--- src/rtl/ft_sync_rx.sv ---
// ft_sync_rx: receive controller for the FT2232H 245 synchronous FIFO mode.
//
// Drives the active-low OE#/RD# strobes on comm_clk (60 MHz CLKOUT) and
// captures host bytes into a small FIFO. The FIFO is presented to FPGA
// logic as a valid/ready stream. Bus tristate control and half-duplex
// arbitration live in the parent; rx_active tells it to release the bus.
//
// Ports:
//   comm_clk   in   FT2232H CLKOUT, rising edge only
//   rst        in   synchronous active-high reset
//   rxf        in   RXF#, 0 = host has data
//   data_in    in   ADBUS input, valid while oe = 0
//   oe         out  OE#, active-low, registered
//   rd         out  RD#, active-low, registered
//   rx_en      in   arbiter grant for the receive direction
//   rx_active  out  1 while oe = 0, registered
//   m_data     out  head byte of the buffer, registered
//   m_valid    out  buffer non-empty, registered
//   m_ready    in   consumer accepts m_data when m_valid = 1
//   overflow   out  sticky, set when a byte has to be dropped
//
// state   | meaning
// --------+-----------------------------------------------------------
// IDLE    | oe = 1, rd = 1; bus free; wait for grant, data and room
// OE_WAIT | oe = 0, rd = 1; one-cycle bus turnaround before reading
// READ    | oe = 0, rd = 0; every edge with rxf = 0 captures a byte

module ft_sync_rx #(
    parameter int FIFO_DEPTH   = 8,
    parameter int AFULL_MARGIN = 2
) (
    input  logic       comm_clk,
    input  logic       rst,
    input  logic       rxf,
    input  logic [7:0] data_in,
    output logic       oe,
    output logic       rd,
    input  logic       rx_en,
    output logic       rx_active,
    output logic [7:0] m_data,
    output logic       m_valid,
    input  logic       m_ready,
    output logic       overflow
);

    localparam int AW = $clog2(FIFO_DEPTH);
    localparam int CW = AW + 1;

    typedef enum logic [1:0] {
        IDLE    = 2'd0,
        OE_WAIT = 2'd1,
        READ    = 2'd2
    } state_t;

    state_t state;
    state_t state_next;
    logic   oe_next;
    logic   rd_next;

    logic [7:0]    mem [FIFO_DEPTH];
    logic [AW-1:0] wr_ptr;
    logic [AW-1:0] rd_ptr;
    logic [AW-1:0] rd_ptr_next;
    logic [CW-1:0] count;
    logic [CW-1:0] count_next;
    logic [7:0]    head_next;

    logic room;
    logic go;
    logic full;
    logic push_req;
    logic push;
    logic pop;

    // The margin leaves space for the byte that can still land on the
    // edge where rd is released.
    assign room     = (count < CW'(FIFO_DEPTH - AFULL_MARGIN));
    assign go       = rx_en & ~rxf & room;
    assign full     = (count == CW'(FIFO_DEPTH));
    assign push_req = (state == READ) & ~rxf;
    assign pop      = m_valid & m_ready;
    // A full buffer can still accept a byte if the head leaves on the same edge.
    assign push     = push_req & (~full | pop);

    // ---------------- FSM: state and registered strobes ----------------
    always_ff @(posedge comm_clk) begin
        if (rst) begin
            state     <= IDLE;
            oe        <= 1'b1;
            rd        <= 1'b1;
            rx_active <= 1'b0;
        end else begin
            state     <= state_next;
            oe        <= oe_next;
            rd        <= rd_next;
            rx_active <= ~oe_next;
        end
    end

    // ---------------- FSM: next state ----------------
    always_comb begin
        state_next = state;
        case (state)
            IDLE: begin
                if (go) state_next = OE_WAIT;
            end
            OE_WAIT: begin
                state_next = go ? READ : IDLE;
            end
            READ: begin
                if (rxf || !rx_en || !room) state_next = IDLE;
            end
            default: begin
                state_next = IDLE;
            end
        endcase
    end

    // ---------------- FSM: outputs ----------------
    // Strobes are derived from the next state so they change on the same
    // edge as the transition and are registered without input paths.
    always_comb begin
        oe_next = 1'b1;
        rd_next = 1'b1;
        case (state_next)
            OE_WAIT: begin
                oe_next = 1'b0;
            end
            READ: begin
                oe_next = 1'b0;
                rd_next = 1'b0;
            end
            default: begin
                oe_next = 1'b1;
                rd_next = 1'b1;
            end
        endcase
    end

    // ---------------- receive buffer ----------------
    always_comb begin
        rd_ptr_next = pop ? rd_ptr + 1'b1 : rd_ptr;
        count_next  = count + CW'(push) - CW'(pop);
        // When the buffer would otherwise be empty, the incoming byte
        // becomes the head directly instead of waiting a cycle in memory.
        if (push && ((count - CW'(pop)) == '0)) begin
            head_next = data_in;
        end else begin
            head_next = mem[rd_ptr_next];
        end
    end

    always_ff @(posedge comm_clk) begin
        if (push) mem[wr_ptr] <= data_in;
    end

    always_ff @(posedge comm_clk) begin
        if (rst) begin
            wr_ptr   <= '0;
            rd_ptr   <= '0;
            count    <= '0;
            m_valid  <= 1'b0;
            m_data   <= 8'h00;
            overflow <= 1'b0;
        end else begin
            if (push) wr_ptr <= wr_ptr + 1'b1;
            rd_ptr  <= rd_ptr_next;
            count   <= count_next;
            m_valid <= (count_next != '0);
            if (count_next != '0) m_data <= head_next;
            if (push_req && full && !pop) overflow <= 1'b1;
        end
    end

endmodule

--- config.mk ---
export PLATFORM = sky130hd
export DESIGN_NAME = ft_sync_rx
export DESIGN_NICKNAME = d
export VERILOG_FILES = /design/src/rtl/ft_sync_rx.sv
export SDC_FILE = /design/constraint.sdc
export NUM_CORES = 1
export LEC_CHECK = 0
export CAP_MARGIN = 40
export CORE_ASPECT_RATIO = 0.75
export CORE_MARGIN = 5
export CORE_UTILIZATION = 60
export CTS_BUF_LIST = sky130_fd_sc_hd__clkbuf_8
export CTS_CLUSTER_SIZE = 16
export DETAILED_ROUTE_END_ITERATION = 10
export PLACE_DENSITY_LB_ADDON = 0.12
export SLEW_MARGIN = 20
export SYNTH_ARGS = -nofsm -noshare
export SYNTH_HDL_FRONTEND = slang
export SYNTH_SLANG_ARGS = --single-unit
--- constraint.sdc ---
create_clock -name comm_clk -period 4.95 [get_ports comm_clk]
set_input_delay 0.99 -clock comm_clk [delete_from_list [all_inputs] [get_ports comm_clk]]
set_output_delay 0.99 -clock comm_clk [all_outputs]
set_load 0.03 [all_outputs]
==> impl_metrics.py, run 1 <==
metrics = {
    "critical_path": {
        "r2r_start": "count[2]",
        "cp.required_ns": 5.22,
        "cp-startpoint": "m_ready",
        "crit_type": "input port to flip-flop",
        "worst-path-buf-inv": 2,
        "cp-endpoint": "m_data[6]",
        "critPathArrivalTime_ns": 4.47,
        "r2r_cells": 13,
        "cp.depth": 13,
        "crit_family": "compound AO/OA/AOI/OAI gates",
        "startpoint_type": "input port",
        "critPathCaptureType": "flip-flop",
        "timing.critical_path.slowest_stage_cell": "clkdlybuf4s50_1",
        "r2r-end": "m_data[6]",
        "worstPathCellList": "clkdlybuf4s50_1, a211oi_1, nand2_1, nand2_1, o21ai_0, ha_1, inv_1, fa_1, or3b_4, a2111oi_4, or2_4, a211oi_1, a221oi_2",
        "reg2reg_slack_ns": 1.52,
        "critPathMaxStageDelay_ns": 0.64,
        "crit_path_max_fanout": 14,
    },
    "power": {
        "p_total_mw": 2.283,
        "p_int_mw": 1.429,
        "p_switching_mw": 0.8539,
        "switching_share": 0.3740,
        "p_clk_frac": 0.193,
        "vdd_ir_drop_max_mv": 0.2224,
        "pwr-share-comb": 0.411,
        "p_seq_frac": 0.396,
        "power.leakage_nw": 1.682,
        "powerDensity_mw_per_mm2": 457.6,
    },
    "drt": {
        "drt-total-wl_mm": 10.49,
        "avgRoutedWirePerCell_um": 21.10,
        "ant_nets": 0,
        "route.met2.wl_mm": 4.712,
        "drtIter0Drc": 231,
        "highest_layer": "met4",
        "drt-met1-wl_mm": 4.601,
        "wl_met3_um": 939,
        "drc": 0,
        "via_per_inst": 6.404,
        "vias": 3183,
        "first_pass_iters": 5,
    },
    "global_route": {
        "grt_pass1_wl_mm": 16.58,
        "grt_use_total": 0.2427,
        "antenna_found_initial": 0,
        "grt_remaining_overflow": 0,
        "grt_max_degree": 29,
        "grt_pass1_vias": 3080,
    },
    "synth": {
        "syn_area_per_cell_um2": 12.23,
        "ys_types": 57,
        "yosys_warnings": 0,
        "async_reset_ff_frac": 0,
        "syn-num-nets": 383,
        "ys_seq_area_frac": 0.5519,
        "synthCells": 359,
        "synth-edff-count": 64,
        "netlist_area_mm2": 0.004389,
        "synthFlopType": "edfxtp_1",
        "synth_seq_cells": 89,
    },
    "floorplan": {
        "initial_utilization": 0.6071,
        "die_area_mm2": 0.009143,
        "rows": 27,
        "ioPinCount": 26,
        "die_w_um": 108.8,
        "core_mm2": 0.007229,
        "fp.dieH_um": 84.07,
    },
    "clock_tree": {
        "cts-hold-fix-buffers": 0,
        "root_buffer": "clkbuf_8",
        "cts.reportedPaths.clkPinSlew_ns": 0.08,
        "clk_latency_ns": 0.36,
        "cts-resized-gates": 0,
        "cts_made_buffers": 9,
        "cts.sinks": 89,
        "tritoncts": "yes",
        "cts_setup_buffers": 0,
        "cts_buffer_depth": 2,
        "htreeDepth": 3,
    },
    "final_layout": {
        "nNetsFinal": 415,
        "layout-drive-gt1-share": 0.1490,
        "syn_to_final_growth_pct": 13.68,
        "final_cells": 497,
        "diodes": 0,
        "final_area_mm2": 0.004990,
    },
    "sta": {
        "finalSetupTns_ns": 0,
        "finalSetupViolations": 0,
        "period_share": 0.8472,
        "fmax_mhz": 238.5,
        "worstMarginPinSlew_ns": 0.7829,
        "clock_skew_ns": 0.01078,
        "rsz0062_at_grt": "false",
        "fin_ws_ns": 0.7566,
        "slew_headroom": 0.4770,
        "hold_viol": 0,
        "maxSlewViolCount": 0,
        "min_period_ns": 4.193,
    },
    "outcome": {
        "status": "complete, no violations",
    },
    "place": {
        "gp_congestion": 0.9182,
        "pre_cts_ws_ns": 0.4583,
        "hpwlAfterDp_mm": 7.191,
        "placed_cells": 480,
        "postPlaceCellArea_mm2": 0.004812,
        "place.port_buffers": 25,
    },
    "min_path": {
        "hp-class": "flip-flop to flip-flop",
    },
    "run": {
        "drv_cap": 0,
    },
}
==> kinds of logic after synthesis <==
family / after synthesis / share of synthesized area
mux: 34 / 0.08951
simple gates: 93 / 0.1169
xor+xnor: 6 / 0.01197
buf+inv: 35 / 0.03392
fa+ha+maj: 11 / 0.03307
compound gates: 91 / 0.1628
flops: 89 / 0.5519
==> how the worst min path moves through the flow <==
stage                          from   endpoint  slack (ns)  depth (start not counted)
after floorplan           wr_ptr[1]  wr_ptr[1]        0.52                          2
after global placement     overflow   overflow        0.46                          2
after detailed placement   overflow   overflow        0.47                          2
final                      overflow   overflow        0.50                          2
after CTS                  overflow   overflow        0.49                          2
after global routing       overflow   overflow        0.53                          2
==> state kept, by name (all words and copies together), names as in the netlist, 2 cells and up <==
| name | flops |
|---|---|
| mem | 64 |
| m_data | 8 |
| wr_ptr | 3 |
| rd_ptr | 3 |
| count | 4 |
| state | 2 |
==> metal layers <==
metal | vias up | track usage
li1 | 1469 | -
met1 | 1555 | 0.3550
met2 | 139 | 0.3511
met3 | 20 | 0.06806
met4 | 0 | 0.07110
met5 | - | 0
==> layout by cell type (no fill, tap or decap), drive strengths merged, types with 7 or more instances in the layout <==
| master | count |
|---|---|
| edfxtp | 64 |
| dfxtp | 25 |
| clkdlybuf4s50 | 25 |
| nor2 | 19 |
| mux2i | 19 |
| a221oi | 19 |
| nor3 | 18 |
| buf | 17 |
| inv | 16 |
| a31oi | 15 |
| nand2 | 15 |
| mux2 | 12 |
| ha | 10 |
| clkbuf | 9 |
| nor2b | 8 |
| nand2b | 8 |
| o211ai | 8 |
| a21oi | 7 |
| o21bai | 7 |
==> worst reg2reg max path: cells and delay by family (launching register included) <==
kind / cells / cell delay (ns)
AND/OR/NAND/NOR: 4 / 0.89
adder cells (fa/ha/maj): 3 / 1.01
buffers and inverters: 2 / 0.15
AO/OA/AOI/OAI: 4 / 0.92
flip-flops: 1 / 0.38
==> synthesized netlist by cell type (2+ instances only) <==
library cell,n,area share
o22ai_1,6,0.0086
a221oi_1,18,0.036
o21ai_0,3,0.0034
nand4_1,2,0.0029
clkinv_1,2,0.0017
o21bai_1,7,0.012
and3b_1,2,0.0040
a32oi_1,2,0.0040
ha_1,10,0.029
nand2_1,14,0.012
mux4_2,3,0.015
dfxtp_1,25,0.11
o211ai_1,8,0.014
o221ai_1,6,0.012
nor2b_1,8,0.011
nand3b_1,3,0.0051
o311ai_1,6,0.012
mux2_2,12,0.031
clkbuf_1,14,0.012
and2_1,3,0.0043
mux2i_1,19,0.043
a31oi_1,15,0.021
inv_1,12,0.010
xor2_1,3,0.0060
xnor2_1,3,0.0060
nor2_1,19,0.016
nor3b_1,4,0.0068
buf_2,5,0.0057
nor3_1,18,0.021
edfxtp_1,64,0.44
nand2b_1,8,0.011
a211oi_1,4,0.0068
a21oi_1,7,0.0080
==> metrics by stage <==
stage,util,hold slack [ns]
after global placement,0.6603,0.4638
after global routing,0.6902,0.5271
final,0.6902,0.4966
after detailed placement,0.6656,0.4716
after CTS,0.6892,0.4947
after floorplan,-,0.5175
==> layout make-up <==
type                            count  area (µm²)
Clock buffer                        9       123.9
Clock inverter                      7       46.29
Fill cell                         564        2240
Inverter                           14       52.55
Multi-Input combinational cell    235        1824
Sequential cell                    89        2422
Tap cell                          101       126.4
Timing Repair Buffer               42       394.1
==> power by group through the flow <==
stage / combinational [mW] / sequential [mW] / clock [mW]
after floorplan: 0.635 / 0.965 / 0
after global placement: 0.889 / 0.921 / 0
after detailed placement: 0.923 / 0.922 / 0
after CTS: 0.930 / 0.905 / 0.449
after global routing: 1.01 / 0.913 / 0.488
final: 0.938 / 0.903 / 0.441
Note: power is estimated with default switching activity, not from simulation.
==> inputs of run 2 (changes only) <==
==> constraint.sdc (replaced) <==
create_clock -name comm_clk -period 4.2 [get_ports comm_clk]
set_input_delay 0.84 -clock comm_clk [delete_from_list [all_inputs] [get_ports comm_clk]]
set_output_delay 0.84 -clock comm_clk [all_outputs]
set_load 0.03 [all_outputs]
==> impl_metrics.py, run 2 (synthesized netlist as in run 1, its figures left out) <==
metrics = {
    "floorplan": {
        "initial_utilization": 0.6071,
        "die_area_mm2": 0.009143,
        "rows": 27,
        "core_mm2": 0.007229,
        "die_w_um": 108.8,
        "fp.dieH_um": 84.07,
        "ioPinCount": 26,
    },
    "critical_path": {
        "cp.required_ns": 4.48,
        "r2r_start": "count[2]",
        "r2r-end": "m_data[6]",
        "crit_type": "input port to flip-flop",
        "critPathArrivalTime_ns": 4.03,
        "startpoint_type": "input port",
        "reg2reg_slack_ns": 0.85,
        "critPathCaptureType": "flip-flop",
        "crit_path_max_fanout": 14,
        "r2r_cells": 13,
    },
    "sta": {
        "slew_headroom": 0.5357,
        "min_period_ns": 3.757,
        "finalSetupTns_ns": 0,
        "rsz0062_at_grt": "false",
        "hold_viol": 0,
        "finalSetupViolations": 0,
        "clock_skew_ns": 0.01268,
        "period_share": 0.8945,
        "worstMarginPinSlew_ns": 0.6949,
        "maxSlewViolCount": 0,
        "fmax_mhz": 266.2,
    },
    "drt": {
        "drtIter0Drc": 264,
        "drc": 0,
        "via_per_inst": 6.425,
        "drt-total-wl_mm": 10.53,
        "first_pass_iters": 5,
        "avgRoutedWirePerCell_um": 21.10,
        "ant_nets": 0,
        "vias": 3206,
    },
    "final_layout": {
        "multi_input_area_mm2": 0.001824,
        "final_cell_mix": "64 x edfxtp_1, 25 x dfxtp_1, 25 x clkdlybuf4s50_1, 19 x nor2_1, 19 x mux2i_1",
        "diodes": 0,
        "syn_to_final_growth_pct": 15.51,
        "regArea_mm2": 0.002422,
        "final_cells": 499,
        "num-fill-cells": 523,
        "largest_reg_flops": 64,
        "regMostFlops": "mem",
        "top_regs": "mem x64, m_data x8, count x4",
        "nNetsFinal": 417,
        "layout-drive-gt1-share": 0.1608,
        "final_common_cell": "edfxtp_1",
    },
    "power": {
        "power.leakage_nw": 1.716,
        "powerDensity_mw_per_mm2": 567.1,
        "vdd_ir_drop_max_mv": 0.3247,
    },
    "place": {
        "place.port_buffers": 25,
        "gp_congestion": 0.8662,
        "hpwlAfterDp_mm": 7.199,
        "placed_cells": 482,
    },
    "clock_tree": {
        "cts_buffer_depth": 2,
        "tritoncts": "yes",
        "clk_latency_ns": 0.37,
        "cts.sinks": 89,
        "cts-hold-fix-buffers": 0,
        "cts-resized-gates": 0,
        "root_buffer": "clkbuf_8",
        "htreeDepth": 3,
        "cts_made_buffers": 9,
        "cts.reportedPaths.clkPinSlew_ns": 0.10,
        "cts_setup_buffers": 0,
    },
    "global_route": {
        "grt_pass1_wl_mm": 16.80,
        "grt_max_degree": 29,
        "grt_pass1_vias": 3096,
        "grt_use_total": 0.2438,
        "antenna_found_initial": 0,
        "grt_remaining_overflow": 0,
    },
    "outcome": {
        "status": "complete, no violations",
    },
    "min_path": {
        "hp-class": "flip-flop to flip-flop",
        "holdPathStages": 2,
        "min_from": "overflow",
        "worstHoldEndpoint": "overflow",
    },
    "run": {
        "drv_cap": 0,
    },
}
[run 2: cell type report]
cell class / instances / area share
Multi-Input combinational cell: 235 / 0.3598
Clock inverter: 7 / 0.02122
Sequential cell: 89 / 0.4778
Inverter: 14 / 0.01037
Tap cell: 101 / 0.02493
Clock buffer: 9 / 0.02443
Timing Repair Buffer: 44 / 0.08144
[run 2: stage by stage]
step	utilization	setup slack [ns]	total power, mW	cell area (µm²)	hold WS [ns]
6_report	0.7013	0.4433	2.875	5070	0.4915
5_1_grt	0.7013	0.2359	3.020	5070	0.5494
4_1_cts	0.7002	0.4700	2.861	5062	0.4967
3_5_place_dp	0.6682	0.08536	2.190	4831	0.4643
3_3_place_gp	0.6644	0.2025	2.137	4803	0.4782
2_1_floorplan	-	0.3116	1.886	4389	0.5175
[run 2: per-layer routing]
layer / wire, µm / global-route usage / up-vias
li1: - / - / 1476
met1: 4734 / 0.3655 / 1554
met2: 4668 / 0.3589 / 156
met3: 995 / 0.06342 / 20
met4: 131 / 0.04817 / 0
met5: 0 / 0 / -
[run 2: how the worst max path moves through the flow]
| stage | start | end | slack [ns] |
|---|---|---|---|
| 2_1_floorplan | m_ready | m_data[6] | 0.31 |
| 3_3_place_gp | rxf | m_data[0] | 0.20 |
| 3_5_place_dp | rxf | m_data[0] | 0.09 |
| 4_1_cts | rxf | m_data[0] | 0.47 |
| 5_1_grt | rxf | m_data[6] | 0.24 |
| 6_report | rxf | m_data[6] | 0.44 |
[run 2: where the power goes]
part           leakage (nW)  internal [mW]  total (mW)  switching (mW)
Sequential            0.781           1.00        1.06          0.0624
Combinational         0.821          0.473        1.13           0.658
Clock                 0.114          0.348       0.680           0.333
[run 2: worst max-delay path, cell delays in order]
cell and delay [ns]:
clkdlybuf4s50_1 0.44, nor3b_1 0.26, nand2_1 0.12, o21ai_0 0.17, ha_1 0.21, inv_1 0.06
fa_1 0.52, or3b_4 0.40, a2111oi_4 0.35, or2_4 0.29, a211oi_1 0.12, a221oi_2 0.23
==> inputs of run 3 (changes only) <==
--- a/config.mk
+++ b/config.mk
@@ -6,12 +6,12 @@
 export NUM_CORES = 1
 export LEC_CHECK = 0
 export CAP_MARGIN = 40
-export CORE_ASPECT_RATIO = 0.75
 export CORE_MARGIN = 5
-export CORE_UTILIZATION = 60
+export CORE_UTILIZATION = 40
 export CTS_BUF_LIST = sky130_fd_sc_hd__clkbuf_8
 export CTS_CLUSTER_SIZE = 16
 export DETAILED_ROUTE_END_ITERATION = 10
+export GPL_TIMING_DRIVEN = 0
 export PLACE_DENSITY_LB_ADDON = 0.12
 export SLEW_MARGIN = 20
 export SYNTH_ARGS = -nofsm -noshare
==> impl_metrics.py, run 3 (synthesized netlist as in run 1, its figures left out) <==
metrics = {
    "floorplan": {
        "die_area_mm2": 0.01317,
        "die_w_um": 114.8,
        "ioPinCount": 26,
        "fp.dieH_um": 114.8,
        "core_mm2": 0.01079,
        "rows": 38,
        "initial_utilization": 0.4067,
    },
    "power": {
        "vdd_ir_drop_max_mv": 0.2995,
        "p_switching_mw": 1.040,
        "p_int_mw": 1.755,
        "powerDensity_mw_per_mm2": 551.9,
        "pwr-share-comb": 0.412,
        "p_seq_frac": 0.375,
        "switching_share": 0.3721,
        "p_clk_frac": 0.212,
        "power.leakage_nw": 1.679,
    },
    "critical_path": {
        "timing.critical_path.slowest_stage_cell": "fa_1",
        "crit_type": "input port to flip-flop",
        "critPathArrivalTime_ns": 4.26,
        "critPathMaxStageDelay_ns": 0.53,
        "startpoint_type": "input port",
        "critPathCaptureType": "flip-flop",
        "worstPathCellList": "clkdlybuf4s50_1, nor3b_1, nand2_2, o21ai_0, ha_1, inv_1, fa_1, or3b_4, a2111oi_4, or2_4, buf_8, nor2_1, a31oi_1",
        "crit_path_max_fanout": 10,
        "cp.required_ns": 4.49,
    },
    "outcome": {
        "status": "complete, no violations",
    },
    "final_layout": {
        "regMostFlops": "mem",
        "diodes": 0,
        "final_area_mm2": 0.005064,
        "final_common_cell": "edfxtp_1",
        "final_util": 0.4692,
        "layout-drive-gt1-share": 0.1538,
        "syn_to_final_growth_pct": 15.36,
        "top_regs": "mem x64, m_data x8, count x4",
        "largest_reg_flops": 64,
        "nNetsFinal": 422,
        "final_cell_mix": "64 x edfxtp_1, 25 x dfxtp_1, 23 x clkdlybuf4s50_1, 19 x nor2_1, 19 x mux2i_1",
    },
    "sta": {
        "slew_headroom": 0.4493,
        "maxSlewViolCount": 0,
        "hold_viol": 0,
        "period_share": 0.9455,
        "fmax_mhz": 251.8,
        "worstMarginPinSlew_ns": 0.8202,
        "clock_skew_ns": 0.01353,
        "min_period_ns": 3.971,
        "finalSetupViolations": 0,
        "rsz0062_at_grt": "false",
        "finalSetupTns_ns": 0,
    },
    "drt": {
        "vias": 3083,
        "ant_nets": 0,
        "avgRoutedWirePerCell_um": 19.41,
        "drt-total-wl_mm": 10.54,
        "first_pass_iters": 5,
        "drtIter0Drc": 196,
        "via_per_inst": 5.678,
        "drc": 0,
    },
    "global_route": {
        "grt_pass1_vias": 3107,
        "grt_pass1_wl_mm": 16.96,
        "antenna_found_initial": 0,
        "grt_max_degree": 17,
        "grt_use_total": 0.1692,
        "grt_remaining_overflow": 0,
    },
    "clock_tree": {
        "cts.sinks": 89,
        "htreeDepth": 3,
        "cts_made_buffers": 9,
        "cts_buffer_depth": 2,
        "tritoncts": "yes",
        "cts.reportedPaths.clkPinSlew_ns": 0.09,
        "clk_latency_ns": 0.37,
        "root_buffer": "clkbuf_8",
    },
    "run": {
        "drv_cap": 0,
    },
    "place": {
        "gp_congestion": 0.7803,
        "place.port_buffers": 23,
        "postPlaceCellArea_mm2": 0.004850,
        "hpwlAfterDp_mm": 7.811,
    },
    "min_path": {
        "hp-class": "flip-flop to flip-flop",
    },
}
[run 3: timing repair]
item                                   4_1_cts  5_1_grt
resized for setup                            0        2
pin swaps                                    1        1
buffers inserted                             0        1
gates cloned                                 0        0
hold buffers                                 0        0
setup endpoints to repair                    1        8
endpoints found under the hold margin        0        0
[run 3: per-layer routing]
layer	part of all wire	GRT usage	routed length, µm	up-vias
met4	0.014	0.06651	146	0
met2	0.46	0.2615	4868	66
li1	-	-	-	1483
met3	0.044	0.02421	461	10
met5	0	0	0	-
met1	0.48	0.2413	5065	1524
[run 3: power by group through the flow]
stage	Clock (mW)	Combinational, mW	Sequential [mW]
after detailed placement	0	1.13	1.07
after CTS	0.611	1.14	1.05
final	0.594	1.15	1.05
after global routing	0.643	1.26	1.06
after global placement	0	1.12	1.07
after floorplan	0	0.749	1.14
[run 3: through the flow]
step,instances,setup slack [ns],power (mW),hold WS (ns)
after CTS,542,0.03534,2.798,0.5186
final,543,0.2291,2.795,0.5110
after global placement,522,-0.3012,2.188,0.4817
after detailed placement,526,-0.3951,2.202,0.4983
after global routing,543,0.03945,2.964,0.5402
after floorplan,359,0.3116,1.886,0.5175
[run 3: path summary, 6_finish.rpt]
kind	start	to	slack, ns	cells after the start
hold reg to reg	m_data[6]	m_data[6]	0.51	2
hold / removal	m_data[6]	m_data[6]	0.51	2
setup reg to reg	m_valid	m_data[2]	0.38	13
setup / recovery	rxf	m_data[2]	0.23	13
[run 3: critical path, delay by kind of cell]
kind                     cells  cell delay, ns
AO/OA/AOI/OAI                3            0.72
adder cells (fa/ha/maj)      2            0.75
buffers and inverters        3            0.66
AND/OR/NAND/NOR              5            1.27
[run 3: area by class of cell]
cell class	instances	area, µm²
inverters	14	52.55
multi-input cells	235	1861
fillers	981	5729
clock buffers	9	123.9
repair buffers	28	260.3
flip-flops and latches	89	2422
well taps	140	175.2
plain buffers	21	96.34
clock inverters	7	72.57
